## src/rtl/credit_return_if.sv

```systemverilog
// Credit return handshake between a receive buffer's credit manager and the upstream sender.
interface credit_return_if #(
   parameter int COUNT_WIDTH = 5
);
   logic                   ret_valid;
   logic                   ret_ready;
   logic [COUNT_WIDTH-1:0] ret_count;

   modport master (
      output ret_valid,
      output ret_count,
      input  ret_ready
   );

   modport slave (
      input  ret_valid,
      input  ret_count,
      output ret_ready
   );
endinterface

```

## src/rtl/credit_return.sv

```systemverilog
// Receiver-side credit manager: counts freed slots and returns them upstream in batches.
// Optional idle-timeout partial flush is enabled by defining CREDIT_RETURN_TIMEOUT_EN.
module credit_return #(
   parameter int DEPTH       = 16,
   parameter int BATCH       = 4,
   parameter int COUNT_WIDTH = 5,
   parameter int TIMEOUT     = 8
) (
   input  logic                   clk,
   input  logic                   rst,
   input  logic                   free_in,
   credit_return_if.master        ret,
   output logic [COUNT_WIDTH-1:0] pending,
   output logic                   err_ovf
);

   localparam logic [1:0] ST_INIT  = 2'd0;
   localparam logic [1:0] ST_ACCUM = 2'd1;
   localparam logic [1:0] ST_SEND  = 2'd2;

   localparam logic [COUNT_WIDTH-1:0] DEPTH_C = COUNT_WIDTH'(DEPTH);
   localparam logic [COUNT_WIDTH-1:0] BATCH_C = COUNT_WIDTH'(BATCH);
   localparam logic [COUNT_WIDTH:0]   DEPTH_W = (COUNT_WIDTH+1)'(DEPTH);

   logic [1:0]             state;
   logic                   transfer;
   logic [COUNT_WIDTH-1:0] sub;
   logic [COUNT_WIDTH:0]   sum;
   logic [COUNT_WIDTH-1:0] pending_next;
   logic                   ovf_hit;
   logic                   batch_ready;
   logic                   timeout_hit;

   // Credits leave only on an accepted SEND packet; the INIT advertisement is not backed by pending.
   always_comb begin
      transfer     = ret.ret_valid & ret.ret_ready;
      sub          = (transfer && state == ST_SEND) ? ret.ret_count : '0;
      sum          = {1'b0, pending} + {{COUNT_WIDTH{1'b0}}, free_in} - {1'b0, sub};
      pending_next = sum[COUNT_WIDTH-1:0];
      ovf_hit      = 1'b0;
      if (sum > DEPTH_W) begin
         pending_next = DEPTH_C;
         ovf_hit      = 1'b1;
      end
      batch_ready  = (pending_next >= BATCH_C);
   end

`ifdef CREDIT_RETURN_TIMEOUT_EN
   localparam int TW = $clog2(TIMEOUT) + 1;

   logic [TW-1:0] timer;
   logic          timer_run;

   always_comb begin
      timer_run   = (state == ST_ACCUM) && (pending != '0) && (pending < BATCH_C) && !free_in;
      timeout_hit = timer_run && (timer == TW'(TIMEOUT - 1));
   end

   // Any break in the idle stretch restarts the countdown from zero.
   always_ff @(posedge clk or negedge rst) begin
      if (!rst) begin
         timer <= '0;
      end else if (timer_run && !timeout_hit) begin
         timer <= timer + 1'b1;
      end else begin
         timer <= '0;
      end
   end
`else
   assign timeout_hit = 1'b0;
`endif

   always_ff @(posedge clk or negedge rst) begin
      if (!rst) begin
         state         <= ST_INIT;
         ret.ret_valid <= 1'b0;
         ret.ret_count <= '0;
         pending       <= '0;
         err_ovf       <= 1'b0;
      end else begin
         pending <= pending_next;
         if (ovf_hit) begin
            err_ovf <= 1'b1;
         end
         case (state)
            ST_INIT: begin
               if (!ret.ret_valid) begin
                  ret.ret_valid <= 1'b1;
                  ret.ret_count <= DEPTH_C;
               end else if (ret.ret_ready) begin
                  state         <= ST_ACCUM;
                  ret.ret_valid <= 1'b0;
               end
            end
            ST_ACCUM: begin
               if (batch_ready) begin
                  state         <= ST_SEND;
                  ret.ret_valid <= 1'b1;
                  ret.ret_count <= BATCH_C;
               end else if (timeout_hit) begin
                  state         <= ST_SEND;
                  ret.ret_valid <= 1'b1;
                  ret.ret_count <= pending;
               end
            end
            ST_SEND: begin
               // Chain the next full batch straight after an accepted one, with no idle cycle.
               if (transfer) begin
                  if (batch_ready) begin
                     ret.ret_count <= BATCH_C;
                  end else begin
                     state         <= ST_ACCUM;
                     ret.ret_valid <= 1'b0;
                  end
               end
            end
            default: begin
               state         <= ST_INIT;
               ret.ret_valid <= 1'b0;
            end
         endcase
      end
   end

endmodule

```

## src/flat_wrapper.sv

```systemverilog
// flat-port wrapper written by rule: the top's interface ports become plain ports
module credit_return_flat 
#(
   parameter int DEPTH       = 16,
   parameter int BATCH       = 4,
   parameter int COUNT_WIDTH = 5,
   parameter int TIMEOUT     = 8
)
  (clk, rst, free_in, pending, err_ovf, ret_ret_valid, ret_ret_count, ret_ret_ready);
  credit_return_if #(.COUNT_WIDTH(COUNT_WIDTH)) ret_i ();
  input  logic clk;
  input  logic rst;
  input  logic free_in;
  output logic [COUNT_WIDTH-1:0] pending;
  output logic err_ovf;
  output wire logic [$bits(ret_i.ret_valid)-1:0] ret_ret_valid;
  output wire logic [$bits(ret_i.ret_count)-1:0] ret_ret_count;
  input wire logic [$bits(ret_i.ret_ready)-1:0] ret_ret_ready;
  assign ret_ret_valid = ret_i.ret_valid;
  assign ret_ret_count = ret_i.ret_count;
  assign ret_i.ret_ready = ret_ret_ready;
  credit_return #(.DEPTH(DEPTH), .BATCH(BATCH), .COUNT_WIDTH(COUNT_WIDTH), .TIMEOUT(TIMEOUT)) u_core (.clk(clk), .rst(rst), .free_in(free_in), .ret(ret_i), .pending(pending), .err_ovf(err_ovf));
endmodule
```

## config.mk

```make
export PLATFORM = sky130hd
export DESIGN_NAME = credit_return_flat
export DESIGN_NICKNAME = d
export VERILOG_FILES = /design/src/rtl/credit_return_if.sv /design/src/rtl/credit_return.sv /design/src/flat_wrapper.sv
export SDC_FILE = /design/constraint.sdc
export NUM_CORES = 1
export LEC_CHECK = 0
export BUFFER_PORTS_ARGS = -buffer_cell sky130_fd_sc_hd__buf_2
export CAP_MARGIN = 10
export CORE_UTILIZATION = 40
export DETAILED_ROUTE_END_ITERATION = 6
export PLACE_DENSITY_LB_ADDON = 0.2
export SLEW_MARGIN = 20
export SYNTH_ARGS = -nofsm -noshare
export SYNTH_HDL_FRONTEND = slang
export SYNTH_SLANG_ARGS = --single-unit
```

## constraint.sdc

```tcl
create_clock -name clk -period 7.3 [get_ports clk]
set_input_delay 0.73 -clock clk [delete_from_list [all_inputs] [get_ports clk]]
set_output_delay 0.73 -clock clk [all_outputs]
set_load 0.1 [all_outputs]
```

# Word level (Yosys, flattened, before mapping)
# Index checks and enable logic that the tools add are counted.
# Widths: inputs -> output; s select.
[totals] reg_bits=14 in_bits=4
[classes] n_addsub=2 magnitude_cmp=2 n_eq_ne=8 muxes=19 bitwise_logic=1 n_reduce_logical=6
[ops] operator="$mux 5" count=5
[ops] operator="$pmux 5 s3" count=1
[ops] operator="$mux 2" count=5
[ops] operator="$add 5x1->6" count=1
[ops] operator="$gt 6x5->1 const B" count=1
[ops] operator="$mux 1" count=6
[ops] operator="$ne 2x1->1 const B" count=3
[ops] operator="$ne 2x2->1 const B" count=3
[ops] operator="$pmux 2 s3" count=1
[ops] operator="$reduce_and 3->1" count=2
[ops] operator="$sub 6x5->6" count=1
[ops] operator="$ge 5x3->1 const B" count=1
[ops] operator="$reduce_and 5->1" count=1
[ops] operator="$pmux 1 s3" count=1
[ops] operator="$reduce_bool 3->1" count=1
[ops] operator="$eq 2x1->1 const B" count=1
[ops] operator="$eq 2x2->1 const B" count=1
[ops] operator="$logic_not 2->1" count=1
[ops] operator="$and 1x1->1" count=1
[ops] operator="$logic_and 1x1->1" count=1

# Logic depth before layout (Yosys ltp)
[logic_depth] ltp_word=10 ltp_mapped=13

# Least setup slack after synthesis
# OpenSTA, ideal clock, no wires.
[synth_timing] path_type="register -> register" from="reg u_core.ret.ret_valid" to="reg u_core.state[0]" setup_ns=0.124 arrival_ns=3.210 setup_slack_ns=3.966 path_stages_with_launch=11 path_buffers=0 synth_period_minus_slack_ns=3.334 cell_sequence="dfrtp_1 nand4_1 ha_1 inv_1 ha_1 a211oi_1 mux2i_1 o22ai_2 o31a_1 a221o_1 mux2i_1"
[synth_via] elab_chain_len=9 word_cells_on_any_way=12 classes_between="1 x add/sub; 2 x order compare; 4 x eq/ne; 2 x mux; 1 x bitwise; 2 x reduce/logical"
[synth_lines] element="from (decl)" line_no="credit_return_if.sv:10" source="output ret_valid,"
[synth_lines] element="from (signal assigned)" line_no="credit_return.sv:76" source="ret.ret_valid <= 1'b0;"
[synth_lines] element="from (signal assigned)" line_no="credit_return.sv:88" source="ret.ret_valid <= 1'b1;"
[synth_lines] element="from (signal assigned)" line_no="credit_return.sv:92" source="ret.ret_valid <= 1'b0;"
[synth_lines] element="$and 1x1->1 *" line_no="credit_return.sv:36" source="transfer = ret.ret_valid & ret.ret_ready;"
[synth_lines] element="$logic_and 1x1->1 *" line_no="credit_return.sv:37" source="sub = (transfer && state == ST_SEND) ? ret.ret_count : '0;"
[synth_lines] element="$mux 5 *" line_no="credit_return.sv:37"
[synth_lines] element="$sub 6x5->6 *" line_no="credit_return.sv:38" source="sum = {1'b0, pending} + {{COUNT_WIDTH{1'b0}}, free_in} - {1'b0, sub};"
[synth_lines] element="$gt 6x5->1" line_no="credit_return.sv:41" source="if (sum > DEPTH_W) begin"
[synth_lines] element="$mux 5 *" line_no="credit_return.sv:41"
[synth_lines] element="via u_core.pending_next[4]" line_no="credit_return.sv:29" source="logic [COUNT_WIDTH-1:0] pending_next;"
[synth_lines] element="$ge 5x3->1 *" line_no="credit_return.sv:45" source="batch_ready = (pending_next >= BATCH_C);"
[synth_lines] element="$ne 2x2->1 (no line) or $ne 2x1->1 (tied branches)"
[synth_lines] element="$reduce_and 5->1 (no line) *"
[synth_lines] element="to (signal assigned)" line_no="credit_return.sv:75" source="state <= ST_INIT;"
[synth_lines] element="to (signal assigned)" line_no="credit_return.sv:91" source="state <= ST_ACCUM;"
[synth_lines] element="to (signal assigned)" line_no="credit_return.sv:97" source="state <= ST_SEND;"
[synth_lines] element="to (decl)" line_no="credit_return.sv:25" source="logic [1:0] state;"
# Mark *: on every way through the listed nets, which the timed path passes. The rest lies on a longest branch.
# A chain may end at the register's enable or synchronous reset.

# Worst setup path after layout
[layout_timing] from="reg u_core.state[0]" to="reg u_core.state[1]"
[layout_via] elab_chain_len=9 word_cells_on_any_way=16 classes_between="1 x add/sub; 2 x order compare; 7 x eq/ne; 3 x mux; 3 x reduce/logical"
[layout_lines] element="$eq 2x2->1 *" line_no="credit_return.sv:37"
[layout_lines] element="$logic_and 1x1->1 *" line_no="credit_return.sv:37"
[layout_lines] element="$mux 5 *" line_no="credit_return.sv:37"
[layout_lines] element="$sub 6x5->6 *" line_no="credit_return.sv:38"
[layout_lines] element="$gt 6x5->1" line_no="credit_return.sv:41"
[layout_lines] element="$mux 5 *" line_no="credit_return.sv:41"
[layout_lines] element="via u_core.pending_next[4]" line_no="credit_return.sv:29"
[layout_lines] element="$ge 5x3->1 *" line_no="credit_return.sv:45"
[layout_lines] element="$ne 2x2->1 (no line) or $ne 2x1->1 (tied branches)"
[layout_lines] element="$reduce_and 5->1 (no line) *"
# Marked as above.

==> impl_metrics.xml <==
<?xml version="1.0" encoding="UTF-8"?>
<metrics>
  <group name="logic_synthesis">
    <metric name="yosys_most_used_dff" unit="">sky130_fd_sc_hd__dfrtp_1</metric>
    <metric name="share_of_synthesized_flip_flops_with_an_asynchronous_set_or_reset" unit="">1.00</metric>
    <metric name="avgSynthCellArea" unit="µm²">9.67</metric>
    <metric name="yosys.cell_count.top_type" unit="">sky130_fd_sc_hd__ha_1</metric>
    <metric name="synthesis.instances" unit="">86</metric>
    <metric name="syn_area" unit="µm²">832</metric>
    <metric name="synth_top_area_cells" unit="">sky130_fd_sc_hd__dfrtp_1 33%, sky130_fd_sc_hd__ha_1 20%, sky130_fd_sc_hd__or3b_1 4.2%</metric>
    <metric name="yosysSeqAreaShare" unit="">0.331</metric>
    <metric name="number_of_synthesized_flops_with_an_enable_pin" unit="">0</metric>
    <metric name="yosys-top-cells-count" unit="">13 x sky130_fd_sc_hd__ha_1, 11 x sky130_fd_sc_hd__dfrtp_1, 9 x sky130_fd_sc_hd__inv_1</metric>
    <metric name="yosys_cell_types" unit="">31</metric>
    <metric name="synth.largest_area_cell" unit="">sky130_fd_sc_hd__dfrtp_1</metric>
    <metric name="top_area_cell_type_share_of_the_netlist_area" unit="">0.331</metric>
    <metric name="yosys_warnings" unit="">0</metric>
    <metric name="synth.ff_latch_count" unit="">11</metric>
  </group>
  <group name="cts">
    <metric name="numCtsBuffers" unit="">3</metric>
    <metric name="cts_max_level" unit="">1</metric>
    <metric name="ctsHoldBuffers" unit="">0</metric>
    <metric name="clk_path_buf_depth" unit="">2</metric>
    <metric name="cts_resized" unit="">0</metric>
    <metric name="root_buffer_master" unit="">sky130_fd_sc_hd__clkbuf_4</metric>
    <metric name="clock_sinks" unit="">11</metric>
    <metric name="cts.clk_slew.worst_paths" unit="ps">70</metric>
    <metric name="tritoncts_clock_tree" unit="">done</metric>
    <metric name="clkLatencyLatePin" unit="ps">280</metric>
    <metric name="postCtsSetupRepairBufs" unit="">0</metric>
  </group>
  <group name="floorplanning">
    <metric name="start_util" unit="">0.424</metric>
    <metric name="core_area" unit="µm²">1960</metric>
    <metric name="die_height" unit="µm">47.6</metric>
    <metric name="die-area" unit="µm²">2270</metric>
    <metric name="horizontal_die_dimension" unit="µm">47.6</metric>
    <metric name="floorplan.io_pins" unit="">16</metric>
    <metric name="fp-row-count" unit="">16</metric>
  </group>
  <group name="hold_path">
    <metric name="hp-class" unit="">input port to asynchronous set/reset pin</metric>
  </group>
  <group name="sta">
    <metric name="timing.final.crit_share" unit="">0.450</metric>
    <metric name="fin_crit" unit="ps">3280</metric>
    <metric name="fin_skew" unit="ps">4.45</metric>
    <metric name="maxSlewViolCount" unit="">0</metric>
    <metric name="hold_violations" unit="">0</metric>
    <metric name="max_freq" unit="MHz">304</metric>
    <metric name="fin_tns_setup" unit="ps">0</metric>
    <metric name="grt_setup_unrepaired" unit="">false</metric>
    <metric name="total_setup_violations_reported_at_the_end_of_the_flow" unit="">0</metric>
  </group>
  <group name="place">
    <metric name="finalWeightedCongestion" unit="">0.748</metric>
    <metric name="detailed_place_hpwl" unit="µm">1120</metric>
    <metric name="port_buffers" unit="">12</metric>
  </group>
  <group name="worst_setup_path">
    <metric name="rr_endpoint" unit="">u_core.state[1]$_DFFE_PN0P_</metric>
    <metric name="start_kind" unit="">register</metric>
    <metric name="kind_of_capture_point_of_the_worst_setup_path" unit="">register</metric>
    <metric name="critical_path.most_common_cell" unit="">sky130_fd_sc_hd__ha_1</metric>
    <metric name="setup.reg_to_reg.worst_slack" unit="ps">4020</metric>
    <metric name="timing.critical_path.cells" unit="">inv_1, ha_1, nand4_1, ha_1, inv_1, ha_1, a211oi_1, mux2i_1, o22ai_2, o31a_1, a221o_1, mux2i_1</metric>
    <metric name="worstPathRequired" unit="ps">7490</metric>
    <metric name="critical_path_arrival" unit="ps">3470</metric>
    <metric name="critPathSlowestCell" unit="">sky130_fd_sc_hd__dfrtp_1</metric>
    <metric name="worst-r2r-cell-count" unit="">12</metric>
    <metric name="critical-path-max-stage-delay" unit="ps">400</metric>
    <metric name="cp_max_fo" unit="">9</metric>
    <metric name="setup.worst_path.class" unit="">register to register</metric>
    <metric name="ff_to_ff_start" unit="">u_core.state[0]$_DFFE_PN0P_</metric>
  </group>
  <group name="finish">
    <metric name="finish.net_count" unit="">118</metric>
    <metric name="ff_latch_area" unit="µm²">275</metric>
    <metric name="multi_input_gate_area_in_the_final_layout" unit="µm²">504</metric>
    <metric name="num_antenna_cells" unit="">0</metric>
    <metric name="synthToLayoutAreaGrowth" unit="%">12.2</metric>
    <metric name="drive_gt1_frac" unit="">0.180</metric>
    <metric name="filler_cell_count" unit="">207</metric>
  </group>
  <group name="drt">
    <metric name="remaining_drc_errors" unit="">0</metric>
    <metric name="wl_met1" unit="µm">690</metric>
    <metric name="maxUsedRoutingLayer" unit="">met4</metric>
    <metric name="drt_iter0_drc" unit="">19</metric>
    <metric name="wl" unit="µm">1450</metric>
    <metric name="met3_length" unit="µm">72</metric>
    <metric name="route.met2.wl" unit="µm">648</metric>
    <metric name="drt.antenna.violating_nets" unit="">0</metric>
    <metric name="vias_per_cell" unit="">4.99</metric>
    <metric name="wl_per_cell" unit="µm">11.4</metric>
    <metric name="detail_route.first_pass.iterations" unit="">4</metric>
    <metric name="route.vias.total" unit="">634</metric>
  </group>
  <group name="global_routing">
    <metric name="grt_start_max_net_pins" unit="">12</metric>
    <metric name="grt_pass1_vias" unit="">491</metric>
    <metric name="grt_first_pass_wirelength" unit="µm">2160</metric>
    <metric name="antenna_found_initial" unit="">0</metric>
    <metric name="grt.overflow.total" unit="">0</metric>
    <metric name="grt_usage" unit="">0.146</metric>
  </group>
  <group name="outcome">
    <metric name="status" unit="">finished clean</metric>
  </group>
  <group name="flow_run">
    <metric name="timing.max_cap.violations" unit="">0</metric>
  </group>
</metrics>
-- worst max-delay path: cells and delay by family (launching register included) --
| family | cells | cell delay, ps |
|---|---|---|
| AOI/OAI and AO/OA | 4 | 1170 |
| and+or+nand+nor | 1 | 140 |
| adders and majority gates | 3 | 810 |
| DFF | 1 | 400 |
| muxes | 2 | 510 |
| buffers and inverters | 2 | 150 |
-- worst max path at each step --
stage / startpoint / endpoint / cells past startpoint
after floorplan: u_core.ret.ret_valid$_DFFE_PN0P_ / u_core.state[0]$_DFFE_PN0P_ / 10
after global placement: ret_ret_ready / u_core.state[1]$_DFFE_PN0P_ / 11
after detailed placement: ret_ret_ready / u_core.state[1]$_DFFE_PN0P_ / 11
after CTS: u_core.state[0]$_DFFE_PN0P_ / u_core.state[1]$_DFFE_PN0P_ / 12
after global routing: u_core.state[0]$_DFFE_PN0P_ / u_core.state[1]$_DFFE_PN0P_ / 12
final: u_core.state[0]$_DFFE_PN0P_ / u_core.state[1]$_DFFE_PN0P_ / 12
-- state kept, by name (all words and copies together), names as in the netlist --
register	cells
u_core.pending	5
u_core.ret.ret_count	2
u_core.state	2
u_core.err_ovf	1
u_core.ret.ret_valid	1
-- stage by stage --
stage | hold WS, ps | cells | setup WS [ps] | cell area, µm² | utilization
floorplan | 434 | 88 | 3970 | 840 | -
global placement | 448 | 123 | 4120 | 907 | 0.462
finish | 312 | 127 | 4020 | 933 | 0.476
detailed placement | 452 | 123 | 4050 | 907 | 0.462
CTS | 318 | 127 | 4030 | 933 | 0.476
global route | 326 | 127 | 3800 | 933 | 0.476
-- cell type report --
type	count	share of cell area
Sequential cell	11	0.295
Multi-Input combinational cell	64	0.540
Inverter	9	0.0362
Tap cell	27	0.0362
Clock buffer	4	0.0282
Timing Repair Buffer	12	0.0643
-- cell usage in the layout (no fill, tap or decap), drive strengths merged, types with 3 or more instances in the layout --
cell / n
a21oi: 3
buf: 12
clkbuf: 4
conb: 3
dfrtp: 11
ha: 13
inv: 9
mux2i: 3
nor2: 8
o21ai: 5
or3b: 4
-- kinds of logic (layout without fill, tap and decap cells) --
group,count (synthesis),in the layout,synth area share
adders and majority gates,13,13,0.195
AOI/OAI and AO/OA,17,17,0.155
and+or+nand+nor,26,26,0.185
buffers and inverters,13,25,0.0722
muxes,3,3,0.0361
xor gates and xnor gates,2,2,0.0211
other,1,3,0.00451
DFF,11,11,0.331
-- layer usage --
layer,vias to the layer above,track usage
met1,288,0.204
met5,-,0
li1,328,-
met3,5,0.0340
met2,13,0.197
met4,0,0.100
Power is left out: the tool's default activity adds up to more than one toggle a clock period on the data nets, which glitch-free logic cannot reach.
